===== src/rtl/lsu_pkg.sv =====
`default_nettype none
// ============================================================================
// Module   : lsu_pkg
// Purpose  : Shared definitions for the load/store memory master:
//            access-size encoding, FSM state type and a size helper.
// Revision : 1.0  initial release
// ============================================================================
package lsu_pkg;

    // Access size encoding on i_req_size; 2'd3 is reserved and behaves as word.
    localparam logic [1:0] SZ_BYTE = 2'd0;
    localparam logic [1:0] SZ_HALF = 2'd1;
    localparam logic [1:0] SZ_WORD = 2'd2;

    typedef enum logic [2:0] {
        IDLE = 3'd0,
        RD   = 3'd1,
        WAIT = 3'd2,
        WR   = 3'd3,
        RESP = 3'd4
    } state_t;

    // Word and the reserved encoding both have bit 1 set.
    function automatic logic is_word(input logic [1:0] size);
        return size[1];
    endfunction

endpackage : lsu_pkg
`default_nettype wire


===== src/rtl/lsu_mem_master_align.sv =====
`default_nettype none
// ============================================================================
// Module   : lsu_align
// Purpose  : Combinational lane logic for the load/store master.
//            - Load path : select byte/half/word lane of i_word, sign- or
//                          zero-extend to 32 bits.
//            - Store path: merge right-justified i_wdata into i_word at the
//                          addressed lane (read-modify-write data).
// Ports    : i_word      memory word (read data / old word)
//            i_lo        byte offset addr[1:0]
//            i_size      access size (SZ_*; 3 treated as word)
//            i_unsigned  1 = zero-extend loads
//            i_wdata     store data, right-justified
//            o_ld_data   extended load result
//            o_st_word   merged word for the write-back
// Revision : 1.0  initial release
// ============================================================================
module lsu_align
    import lsu_pkg::*;
(
    input  logic [31:0] i_word,
    input  logic [1:0]  i_lo,
    input  logic [1:0]  i_size,
    input  logic        i_unsigned,
    input  logic [31:0] i_wdata,
    output logic [31:0] o_ld_data,
    output logic [31:0] o_st_word
);

    logic [7:0]  w_byte;
    logic [15:0] w_half;

    always_comb begin
        w_byte    = i_word[{i_lo, 3'b000} +: 8];
        w_half    = i_lo[1] ? i_word[31:16] : i_word[15:0];

        o_ld_data = i_word;
        o_st_word = i_wdata;
        case (i_size)
            SZ_BYTE: begin
                o_ld_data = {{24{~i_unsigned & w_byte[7]}}, w_byte};
                o_st_word = i_word;
                o_st_word[{i_lo, 3'b000} +: 8] = i_wdata[7:0];
            end
            SZ_HALF: begin
                o_ld_data = {{16{~i_unsigned & w_half[15]}}, w_half};
                o_st_word = i_word;
                o_st_word[{i_lo[1], 4'b0000} +: 16] = i_wdata[15:0];
            end
            default: begin
                o_ld_data = i_word;
                o_st_word = i_wdata;
            end
        endcase
    end

endmodule : lsu_align
`default_nettype wire


===== src/rtl/lsu_mem_master.sv =====
`default_nettype none
// ============================================================================
// Module   : lsu_mem_master
// Purpose  : Load/store initiator for a word-wide synchronous data memory.
//            One request at a time; sub-word stores are read-modify-write.
//            Optional macro LSU_MISALIGN_TRAP_EN: misaligned half/word
//            requests respond with o_rsp_err=1 at cycle 1, no memory access.
// Ports    : i_clk/i_rst        clock, synchronous active-high reset
//            i_req_*/o_req_ready request handshake (sampled at accept only)
//            o_rsp_*            one-cycle response pulse, data, error
//            o_mem_*/i_mem_data memory word address, write data, strobes,
//                               read data (valid cycle after read strobe)
// Revision : 1.0  initial release
// ============================================================================
module lsu_mem_master
    import lsu_pkg::*;
#(
    parameter int W = 32,
    parameter int D = 8
) (
    input  logic         i_clk,
    input  logic         i_rst,
    input  logic         i_req_valid,
    output logic         o_req_ready,
    input  logic         i_req_we,
    input  logic [1:0]   i_req_size,
    input  logic         i_req_unsigned,
    input  logic [31:0]  i_req_addr,
    input  logic [31:0]  i_req_wdata,
    output logic         o_rsp_valid,
    output logic [31:0]  o_rsp_rdata,
    output logic         o_rsp_err,
    output logic [D-1:0] o_mem_addr,
    output logic [W-1:0] o_mem_data,
    output logic         o_mem_read,
    output logic         o_mem_write,
    input  logic [W-1:0] i_mem_data
);

    state_t         r_state, w_next;
    logic           r_ready, r_rsp_valid, r_read, r_write;
    logic [31:0]    r_rdata;
    logic [D-1:0]   r_maddr;
    logic [W-1:0]   r_mdata;

    // Request fields captured at accept.
    logic           r_we, r_uns;
    logic [1:0]     r_size, r_lo;
    logic [31:0]    r_wdata;

    logic           w_accept, w_misalign;
    logic [31:0]    w_ld_data, w_st_word;

    // Address bits above the memory window are intentionally dropped.
    logic           w_unused;
    assign w_unused = &{1'b0, i_req_addr[31:D+2]};

    // r_ready is high only in IDLE, so it doubles as the accept qualifier.
    assign w_accept = i_req_valid & r_ready;

`ifdef LSU_MISALIGN_TRAP_EN
    logic r_err;
    assign w_misalign = ((i_req_size == SZ_HALF) & i_req_addr[0]) |
                        (is_word(i_req_size) & (i_req_addr[1:0] != 2'b00));
    always_ff @(posedge i_clk) begin
        if (i_rst)
            r_err <= 1'b0;
        else if (r_state == IDLE && w_accept)
            r_err <= w_misalign;
    end
    assign o_rsp_err = r_err;
`else
    assign w_misalign = 1'b0;
    assign o_rsp_err  = 1'b0;
`endif

    lsu_align u_align (
        .i_word     (i_mem_data),
        .i_lo       (r_lo),
        .i_size     (r_size),
        .i_unsigned (r_uns),
        .i_wdata    (r_wdata),
        .o_ld_data  (w_ld_data),
        .o_st_word  (w_st_word)
    );

    always_comb begin
        w_next = r_state;
        case (r_state)
            IDLE: begin
                if (w_accept) begin
                    if (w_misalign)
                        w_next = RESP;
                    else if (i_req_we && is_word(i_req_size))
                        w_next = WR;
                    else
                        w_next = RD;
                end
            end
            RD:      w_next = WAIT;
            WAIT:    w_next = r_we ? WR : RESP;
            WR:      w_next = RESP;
            RESP:    w_next = IDLE;
            default: w_next = IDLE;
        endcase
    end

    // Strobes and handshake are decoded from the next state so that every
    // output is a flop that is valid for the whole state it belongs to.
    always_ff @(posedge i_clk) begin
        if (i_rst) begin
            r_state     <= IDLE;
            r_ready     <= 1'b1;
            r_rsp_valid <= 1'b0;
            r_read      <= 1'b0;
            r_write     <= 1'b0;
            r_rdata     <= '0;
            r_maddr     <= '0;
            r_mdata     <= '0;
            r_we        <= 1'b0;
            r_uns       <= 1'b0;
            r_size      <= SZ_BYTE;
            r_lo        <= 2'b00;
            r_wdata     <= '0;
        end else begin
            r_state     <= w_next;
            r_ready     <= (w_next == IDLE);
            r_read      <= (w_next == RD);
            r_write     <= (w_next == WR);
            r_rsp_valid <= (w_next == RESP);

            if (r_state == IDLE && w_accept) begin
                r_we    <= i_req_we;
                r_uns   <= i_req_unsigned;
                r_size  <= i_req_size;
                r_lo    <= i_req_addr[1:0];
                r_wdata <= i_req_wdata;
                r_maddr <= i_req_addr[D+1:2];
                r_rdata <= '0;
                if (i_req_we && is_word(i_req_size))
                    r_mdata <= i_req_wdata;
            end

            if (r_state == WAIT) begin
                if (r_we)
                    r_mdata <= w_st_word;
                else
                    r_rdata <= w_ld_data;
            end
        end
    end

    assign o_req_ready = r_ready;
    assign o_rsp_valid = r_rsp_valid;
    assign o_rsp_rdata = r_rdata;
    assign o_mem_addr  = r_maddr;
    assign o_mem_data  = r_mdata;
    assign o_mem_read  = r_read;
    assign o_mem_write = r_write;

endmodule : lsu_mem_master
`default_nettype wire


===== config.mk =====
export PLATFORM = sky130hd
export DESIGN_NAME = lsu_mem_master
export DESIGN_NICKNAME = d
export VERILOG_FILES = /design/src/rtl/lsu_pkg.sv /design/src/rtl/lsu_mem_master_align.sv /design/src/rtl/lsu_mem_master.sv
export SDC_FILE = /design/constraint.sdc
export NUM_CORES = 1
export LEC_CHECK = 0
export ABC_CLOCK_PERIOD_IN_PS = 2900
export BUFFER_PORTS_ARGS = -buffer_cell sky130_fd_sc_hd__buf_2
export CAP_MARGIN = 20
export CORE_MARGIN = 4
export CORE_UTILIZATION = 30
export DETAILED_ROUTE_END_ITERATION = 12
export PLACE_DENSITY = 0.59
export SKIP_CTS_REPAIR_TIMING = 1
export SYNTH_ARGS = -nofsm -noshare
export SYNTH_HDL_FRONTEND = slang
export SYNTH_SLANG_ARGS = --single-unit

===== constraint.sdc =====
create_clock -name i_clk -period 2.9 [get_ports i_clk]
set_input_delay 0.145 -clock i_clk [delete_from_list [all_inputs] [get_ports i_clk]]
set_output_delay 0.145 -clock i_clk [all_outputs]
set_load 0.01 [all_outputs]

==> results.ini, run 1 <==
[placed_design]
place_area_sq_mm=0.00680
numPortBuffers=156
place_hpwl_um=15700
place_ws_ns=0.704
gp_congestion=0.925
dpl.cell_count=1069

[synth]
yosysWarnings=0
seq_area_frac_synth=0.401
synth_top_area_share=0.401
synth.net_count=813
syn-cell-area_sq_mm=0.00585
synth_cell_type_count=51
post-synth-top-count-cell=nand2_1
async_flop_share=0
ys_seq_elements=117
synth_flop_cell=dfxtp_1
synthTopCellsByArea=dfxtp_1, nand2_1, a21oi_1, mux2i_1, a211oi_1
netlist.top_cell.by_area=dfxtp_1
yosys-top-cells-count=nand2_1, dfxtp_1, a21oi_1
netlist_instances=705
synth-edff-count=0
avgSynthCellArea_sq_um=8.29

[drt]
drt-initial-drc-count=510
num_vias=5995
drt-total-wl_um=21800
first_pass_iters=5
drc_errors=0
ant_nets=0
via_per_inst=5.32
wl_per_cell_um=19.4

[timing]
fin_setup_tns_ns=0
finClkSkew_ns=0.00830
slew_headroom=0.450
min_period_over_period=0.771
hold_viol=4
whs_ns=-0.0163
rsz0062_at_grt=no
worstMarginPinSlew_ns=0.824
setup_slack_ns=0.663
drv_slew=0
max_freq_mhz=447
setup-violations-final=0
fin_crit_ns=2.24

[cells_and_area]
drive_gt1_frac=0.250
syn_to_final_growth_pct=31.0
utilization=0.404
finalNonFillerCells=1127
fin_nets=966
diodes=0
post-route-cell-area_sq_mm=0.00766

[power]
power.switching_mw=1.35
p_clk_frac=0.430
switching_share=0.284
pwr-share-comb=0.186
vdd.ir_drop.worst_uv=303
power_frac_seq=0.385
fin_total_pwr_mw=4.77
powerDensity_mw_per_mm2=622
p_int_mw=3.42
p_leak_nw=3.18

[critical_path]
startpoint=r_lo[1]
r2r-start=r_lo[1]
worst_path_largest_cell_delay_ns=0.74
crit_family=compound AO/OA/AOI/OAI gates
critPathRequiredTime_ns=3.24
cp_cell_sequence=buf_4, nor2b_1, a2111oi_2, a22oi_1, a32oi_1
crit_arrival_ns=2.58
r2r_cells=5
end_kind=flip-flop
worstSetupPathType=flip-flop to flip-flop
slowest_stage=a2111oi_2
path_depth=5
worst-path-buf-inv=1
critPathLaunchType=flip-flop
critPathMaxFanout=34

[status]
failed_checks=hold timing
outcome=finished, violations left

[cts]
clock_sinks=117
cts_root_buffer=clkbuf_16
clockBufferDepth=2
path_clk_slew_ns=0.05
htreeDepth=4
numCtsBuffers=17
clk_latency_ns=0.42
cts_tree=yes

[floorplanning]
io_pins=180
dieHeight_um=148
num_rows=50
fp.dieW_um=148
coreArea_sq_mm=0.0190
die_area_sq_mm=0.0218
start_util=0.308

[run]
maxCapViolCount=0

[grt]
grt_pass1_vias=5730
overflow=0
antenna_found_initial=0
grt_max_degree=66
grt_pass1_wl_um=33500
grt.total_usage=0.197

[min_path]
hold_start=i_req_addr[7]
hp-class=input pin to flip-flop
min_path_cells=3

state kept, by name, summed over array words and instances, names as in the netlist:
name         flops
o_req_ready      1
r_uns            1
o_rsp_rdata     32
r_we             1
o_mem_addr       8
o_mem_data      32
r_state          3
o_mem_write      1
r_wdata         32
o_rsp_valid      1
o_mem_read       1
r_lo             2
r_size           2
per-layer routing:
metal	part of all wire	vias up	global-route usage	wire length (um)
met3	0.072	29	0.0567	1570
met5	0	-	0	0
li1	-	2873	-	-
met1	0.46	2862	0.264	9970
met4	0.022	0	0.0680	479
met2	0.45	231	0.303	9790
worst register-to-register path, stage by stage, from the launching register on:
cell and delay [ns]:
dfxtp_1 0.33, buf_4 0.42, nor2b_1 0.19, a2111oi_2 0.74, a22oi_1 0.28, a32oi_1 0.19
cell families after synthesis:
group,count (synthesis),share of synthesized area
mux,41,0.0719
fa+ha+maj,5,0.0107
other cells,1,0.000642
compound gates,226,0.263
simple gates,236,0.195
flops,117,0.401
buf+inv,79,0.0586
placed cells by master (no fill, tap or decap), drive strengths merged, types with 6 or more instances in the layout:
| master | instances |
|---|---|
| buf | 172 |
| nand2 | 136 |
| dfxtp | 117 |
| a21oi | 73 |
| a211oi | 39 |
| mux2i | 33 |
| dlygate4sd3 | 30 |
| a221oi | 23 |
| clkbuf | 23 |
| nor2 | 19 |
| nor3 | 19 |
| o21ai | 17 |
| a32oi | 16 |
| nor2b | 12 |
| inv | 11 |
| nor4 | 11 |
| a211o | 10 |
| and2 | 9 |
| a22oi | 9 |
| o22ai | 9 |
| mux2 | 8 |
| and3 | 8 |
| a21o | 8 |
| a31oi | 8 |
| a22o | 8 |
| nand2b | 6 |
cell type report:
cell class / count / area [sq um]
Inverter: 11 / 41.3
Clock inverter: 5 / 75.1
Tap cell: 260 / 325
Timing Repair Buffer: 202 / 1220
Multi-Input combinational cell: 509 / 3170
Sequential cell: 117 / 2340
Clock buffer: 23 / 488
Fill cell: 2017 / 11300
power groups by stage:
| stage | logic [mW] | registers, mW | clock network (mW) |
|---|---|---|---|
| after global placement | 0.843 | 1.86 | 0 |
| after floorplan | 0.523 | 1.85 | 0 |
| final | 0.884 | 1.83 | 2.05 |
| after CTS | 0.852 | 1.83 | 2.08 |
| after global routing | 0.967 | 1.85 | 2.17 |
| after detailed placement | 0.849 | 1.87 | 0 |
worst paths after layout:
| path | end | slack (ns) |
|---|---|---|
| max | o_mem_data[15] | 0.66 |
| min reg2reg | o_mem_addr[4] | 0.45 |
| min | o_mem_addr[5] | -0.02 |
| max reg2reg | o_mem_data[15] | 0.66 |
Power figures use the tool's default switching activity.
==> inputs of run 2 (changes only) <==
--- a/config.mk
+++ b/config.mk
@@ -5,7 +5,8 @@
 export SDC_FILE = /design/constraint.sdc
 export NUM_CORES = 1
 export LEC_CHECK = 0
-export ABC_CLOCK_PERIOD_IN_PS = 2900
+export ABC_AREA = 1
+export ABC_CLOCK_PERIOD_IN_PS = 2000
 export BUFFER_PORTS_ARGS = -buffer_cell sky130_fd_sc_hd__buf_2
 export CAP_MARGIN = 20
 export CORE_MARGIN = 4
==> constraint.sdc (replaced) <==
create_clock -name i_clk -period 2 [get_ports i_clk]
set_input_delay 0.1 -clock i_clk [delete_from_list [all_inputs] [get_ports i_clk]]
set_output_delay 0.1 -clock i_clk [all_outputs]
set_load 0.01 [all_outputs]
==> run 2 against run 1 <==
The run still ends with hold timing left. Synthesized area grew 18%. Critical endpoint is now o_rsp_rdata[31]. Flip-flop and latch count is the same. Combinational power grew to 2.7 times the previous value. Final area grew 16%. Count of clock-buffer cells in the layout shrank 3.
==> results.ini, run 2 <==
[cts]
htreeDepth=4  ; unchanged
cts_root_buffer=clkbuf_16  ; unchanged
numCtsBuffers=17  ; unchanged
clockBufferDepth=2  ; unchanged
clk_latency_ns=0.42  ; about the same
clock_sinks=117  ; unchanged
path_clk_slew_ns=0.06  ; was 0.05 ns
cts_tree=yes  ; unchanged

[timing]
drv_slew=0  ; unchanged
setup-violations-final=0  ; unchanged
min_period_over_period=0.875  ; was 0.771
whs_ns=-0.0531  ; was -0.0163 ns
slew_headroom=0.571  ; was 0.450
max_freq_mhz=572  ; was 447 MHz
hold_viol=8  ; was 4
rsz0062_at_grt=no  ; unchanged
fin_crit_ns=1.75  ; was 2.24 ns
worstMarginPinSlew_ns=0.643  ; was 0.824 ns
finClkSkew_ns=0.0101  ; was 0.00830 ns
fin_setup_tns_ns=0  ; unchanged

[floorplanning]
dieHeight_um=160  ; was 148 um
num_rows=55  ; was 50
io_pins=180  ; unchanged
die_area_sq_mm=0.0255  ; was 0.0218 sq mm
start_util=0.305  ; was 0.308
fp.dieW_um=160  ; was 148 um
coreArea_sq_mm=0.0226  ; was 0.0190 sq mm

[power]
power_frac_seq=0.322  ; was 0.385
switching_share=0.339  ; was 0.284
power.switching_mw=2.94  ; was 1.35 mW
vdd.ir_drop.worst_uv=538  ; was 303 uV
p_int_mw=5.73  ; was 3.42 mW
pwr-share-comb=0.278  ; was 0.186
p_clk_frac=0.400  ; was 0.430
p_leak_nw=4.04  ; was 3.18 nW
powerDensity_mw_per_mm2=980  ; was 622 mW/mm^2

[critical_path]
startpoint=r_size[1]  ; was r_lo[1]
r2r_end=o_rsp_rdata[31]  ; was o_mem_data[15]
end_kind=flip-flop  ; unchanged
crit_end=o_rsp_rdata[31]  ; was o_mem_data[15]
r2r-start=r_size[1]  ; was r_lo[1]
critPathMaxFanout=16  ; was 34
critPathLaunchType=flip-flop  ; unchanged
worstSetupPathType=flip-flop to flip-flop  ; unchanged
r2r_slack_ns=0.25  ; was 0.66 ns
r2r_cells=7  ; was 5
crit_arrival_ns=2.10  ; was 2.58 ns
critPathRequiredTime_ns=2.35  ; was 3.24 ns

[synth]
netlist.top_cell.by_area=dfxtp_1  ; unchanged
ys_seq_elements=117  ; unchanged
synth-edff-count=0  ; unchanged
yosysWarnings=0  ; unchanged
netlist_instances=1095  ; was 705
seq_area_frac_synth=0.340  ; was 0.401
synth_cell_type_count=38  ; was 51
syn-cell-area_sq_mm=0.00689  ; was 0.00585 sq mm
synthTopCellsByArea=dfxtp_1, nand2_1, a21oi_1, nor2_1, o21ai_0  ; was dfxtp_1, nand2_1, a21oi_1, mux2i_1, a211oi_1
async_flop_share=0  ; unchanged
avgSynthCellArea_sq_um=6.30  ; was 8.29 sq um
yosys-top-cells-count=nand2_1, nor2_1, a21oi_1  ; was nand2_1, dfxtp_1, a21oi_1
synth.net_count=1203  ; was 813
synth_flop_cell=dfxtp_1  ; unchanged
synth_top_area_share=0.340  ; was 0.401
post-synth-top-count-cell=nand2_1  ; unchanged

[min_path]
hold_start=i_req_addr[3]  ; was i_req_addr[7]
min_path_cells=3  ; unchanged
hp-class=input pin to flip-flop  ; unchanged

[status]
outcome=finished, violations left  ; unchanged
failed_checks=hold timing  ; unchanged

[cells_and_area]
final_common_cell=nand2_1  ; was buf_2
post-route-cell-area_sq_mm=0.00885  ; was 0.00766 sq mm
nFillCells=2439  ; was 2017
drive_gt1_frac=0.196  ; was 0.250
layout_common_cells=nand2_1, buf_2, nor2_1  ; was buf_2, nand2_1, dfxtp_1
fin_nets=1351  ; was 966
syn_to_final_growth_pct=28.4  ; was 31.0%

[placed_design]
gp_congestion=0.916  ; was 0.925
place_area_sq_mm=0.00793  ; was 0.00680 sq mm
place_hpwl_um=17600  ; was 15700 um
numPortBuffers=156  ; unchanged

[drt]
wl_per_cell_um=16.0  ; was 19.4 um
drt-initial-drc-count=629  ; was 510
ant_nets=0  ; unchanged
drt-total-wl_um=24600  ; was 21800 um
num_vias=7490  ; was 5995
via_per_inst=4.86  ; was 5.32
first_pass_iters=5  ; unchanged
drc_errors=0  ; unchanged

[grt]
grt_pass1_wl_um=38800  ; was 33500 um
overflow=0  ; unchanged
busiest_layer=met2  ; unchanged
use_met2=0.306  ; was 0.303
grtUsageMet1=0.250  ; was 0.264
antenna_found_initial=0  ; unchanged
grt_max_degree=64  ; was 66
grt_pass1_vias=7009  ; was 5730
grtUsageMet3=0.0456  ; was 0.0567
grt.total_usage=0.189  ; was 0.197

[run]
maxCapViolCount=0  ; unchanged

-- run 2: layout make-up --
class,count,area (sq um),share of cell area
antenna,1,2.50,0.000283
clock buffer,20,467,0.0527
clock inverter,12,200,0.0226
inverter,65,251,0.0284
multi-input combinational,838,3940,0.445
sequential,117,2340,0.265
tap,285,357,0.0403
timing repair buffer,204,1290,0.146
-- run 2: cells by family (layout without fill, tap and decap cells) --
family                     count (synthesis)  after routing  synth area share
adders and majority gates                  5              5           0.00907
buffers and inverters                    140            301            0.0915
DFF                                      117            117             0.340
AOI/OAI and AO/OA                        240            240             0.199
and+or+nand+nor                          592            592             0.360
other                                      1              2          0.000544
-- run 2: power groups by stage --
stage / sequential [mW] / clock (mW) / combinational [mW]
finish: 2.79 / 3.47 / 2.41
global route: 2.83 / 3.62 / 2.69
CTS: 2.79 / 3.53 / 2.37
detailed placement: 2.84 / 0 / 2.36
global placement: 2.84 / 0 / 2.33
floorplan: 2.87 / 0 / 1.61
-- run 2: routing by layer --
layer  up-vias  share of wire
li1       3824              -
met1      3407           0.46
met2       229           0.46
met3        30          0.059
met4         0          0.019
met5         -              0
-- run 2: worst min-delay path by stage --
| stage | end | slack, ns |
|---|---|---|
| after global placement | o_mem_addr[4] | 0.36 |
| after global routing | o_mem_addr[1] | 0.0008 |
| after detailed placement | r_wdata[24] | 0.36 |
| after floorplan | r_wdata[21] | 0.24 |
| final | o_mem_addr[1] | -0.05 |
| after CTS | o_mem_addr[6] | -0.08 |
-- run 2: through the flow --
step	power (mW)	worst slack (ns)	cells	util	hold slack, ns
after global routing	9.14	0.0440	1541	0.391	0.000757
after CTS	8.69	0.115	1516	0.379	-0.0815
after floorplan	4.47	0.159	1095	-	0.243
after global placement	5.17	0.150	1484	0.350	0.358
after detailed placement	5.20	0.123	1484	0.350	0.362
final	8.67	0.250	1542	0.391	-0.0531
-- run 2: critical path, cell delays in order (launching register included) --
cell	delay, ns
dfxtp_1	0.35
inv_4	0.17
nand2_2	0.21
nor2_2	0.15
nand2_1	0.09
nand3_2	0.10
nand3_4	0.33
a21oi_1	0.25
==> inputs of run 3 (changes only) <==
--- a/config.mk
+++ b/config.mk
@@ -17,3 +17,4 @@
 export SYNTH_ARGS = -nofsm -noshare
 export SYNTH_HDL_FRONTEND = slang
 export SYNTH_SLANG_ARGS = --single-unit
+export TNS_END_PERCENT = 50
==> constraint.sdc (replaced) <==
create_clock -name i_clk -period 2 [get_ports i_clk]
set_input_delay 0.3 -clock i_clk [delete_from_list [all_inputs] [get_ports i_clk]]
set_output_delay 0.3 -clock i_clk [all_outputs]
set_load 0.01 [all_outputs]
==> run 3 against run 2 <==
The flow now finishes without violations. Sequential power is essentially flat. Critical path depth grew 2. Flip-flop and latch count is the same. Hold slack gained 0.19 ns. Setup slack lost 0.050 ns. Via count shrank 1.0%. Routed wire length shrank 1.1%. Clock skew shrank 0.00070 ns. Global-route usage shrank 0.18 points. Final area shrank 4.4%. Clock power shrank 18%. Combinational power shrank 2%. Critical endpoint is now o_mem_data[8].
==> results.ini, run 3 (same netlist as run 2, synthesis figures left out) <==
[drt]
drt-initial-drc-count=667  ; was 629
ant_nets=0  ; unchanged
via_per_inst=4.89  ; was 4.86
drc_errors=0  ; unchanged
drt-total-wl_um=24300  ; was 24600 um
num_vias=7414  ; was 7490
first_pass_iters=5  ; unchanged
wl_per_cell_um=16.1  ; was 16.0 um

[cells_and_area]
fin_nets=1325  ; was 1351
syn_to_final_growth_pct=22.7  ; was 28.4%
layout_common_cells=nand2_1, buf_2, nor2_1  ; unchanged
utilization=0.374  ; was 0.391
final_common_cell=nand2_1  ; unchanged
drive_gt1_frac=0.199  ; was 0.196

[placed_design]
place_ws_ns=0.183  ; was 0.123 ns
gp_congestion=0.908  ; was 0.916
place_hpwl_um=17600  ; about the same
numPortBuffers=156  ; unchanged

[floorplanning]
num_rows=55  ; unchanged
start_util=0.305  ; unchanged
io_pins=180  ; unchanged
coreArea_sq_mm=0.0226  ; unchanged
die_area_sq_mm=0.0255  ; unchanged
fp.dieW_um=160  ; unchanged
dieHeight_um=160  ; unchanged

[cts]
clk_latency_ns=0.43  ; was 0.42 ns
clockBufferDepth=2  ; unchanged
path_clk_slew_ns=0.06  ; about the same
cts_tree=yes  ; unchanged
clock_sinks=117  ; unchanged
htreeDepth=4  ; unchanged
cts_root_buffer=clkbuf_16  ; unchanged
numCtsBuffers=17  ; unchanged

[timing]
fin_crit_ns=1.80  ; was 1.75 ns
worstMarginPinSlew_ns=0.650  ; was 0.643 ns
hold_viol=0  ; was 8
whs_ns=0.133  ; was -0.0531 ns
setup-violations-final=0  ; unchanged
min_period_over_period=0.900  ; was 0.875
drv_slew=0  ; unchanged
rsz0062_at_grt=no  ; unchanged
setup_slack_ns=0.200  ; was 0.250 ns
max_freq_mhz=556  ; was 572 MHz
finClkSkew_ns=0.00943  ; was 0.0101 ns
fin_setup_tns_ns=0  ; unchanged
slew_headroom=0.567  ; was 0.571

[grt]
grt_max_degree=74  ; was 64
grt.total_usage=0.187  ; was 0.189
grt_pass1_wl_um=38500  ; was 38800 um
overflow=0  ; unchanged
grt_pass1_vias=6960  ; was 7009
antenna_found_initial=1  ; was 0

[critical_path]
worstSetupPathType=flip-flop to flip-flop  ; unchanged
crit_arrival_ns=2.16  ; was 2.10 ns
critPathMaxFanout=16  ; unchanged
critPathRequiredTime_ns=2.36  ; was 2.35 ns
end_kind=flip-flop  ; unchanged
critPathLaunchType=flip-flop  ; unchanged

[power]
powerDensity_mw_per_mm2=943  ; was 980 mW/mm^2
vdd.ir_drop.worst_uv=558  ; was 538 uV
fin_total_pwr_mw=7.98  ; was 8.67 mW
p_leak_nw=3.87  ; was 4.04 nW

[min_path]
hp-class=input pin to flip-flop  ; unchanged

[run]
maxCapViolCount=0  ; unchanged

[status]
outcome=completed  ; was finished, violations left

## run 3: changes by cell type in the layout (fill, tap and decap cells not counted), moves of 3 or more
cell | before | now
bufinv_16 | 5 | 0
dlygate4sd3_1 | 25 | 0
clkbuf_8 | 3 | 0
inv_6 | 0 | 7
## run 3: per-stage QoR
step                      instances  instance area (sq um)
after global placement         1483                   7910
after floorplan                1095                   6890
final                          1516                   8460
after CTS                      1515                   8450
after global routing           1515                   8460
after detailed placement       1483                   7910
## run 3: per-layer routing
| metal | vias up | track usage | wire length, um |
|---|---|---|---|
| met5 | - | 0 | 15 |
| li1 | 3778 | - | - |
| met1 | 3369 | 0.252 | 11200 |
| met4 | 2 | 0.0651 | 548 |
| met3 | 36 | 0.0435 | 1570 |
| met2 | 229 | 0.294 | 11000 |
## run 3: final timing paths
check,from,end,slack [ns],cells after the start
min,i_req_addr[4],o_mem_addr[2],0.13,3
max,r_lo[0],o_mem_data[8],0.20,9
min reg2reg,o_mem_addr[0],o_mem_addr[0],0.48,2
max reg2reg,r_lo[0],o_mem_data[8],0.20,9
## run 3: critical path, cell delays in order, from the launching register on
cell and delay (ns):
dfxtp_1 0.32, inv_1 0.06, ha_1 0.21, inv_1 0.37, nand3_1 0.24, o22ai_1 0.20, nand2_1 0.07, nand2_1 0.09
nand2_1 0.06, nor2_1 0.10
## run 3: power by group
group / total [mW] / switching [mW] / internal, mW
sequential: 2.79 / 0.181 / 2.61
clock: 2.84 / 1.23 / 1.61
combinational: 2.35 / 1.59 / 0.758
## run 3: area by class of cell
class,count,area [sq um]
antenna,1,2.50
clock buffer,17,425
clock inverter,15,121
fill,2501,14200
inverter,65,248
multi-input combinational,838,3950
sequential,117,2340
tap,285,357
timing repair buffer,178,1020
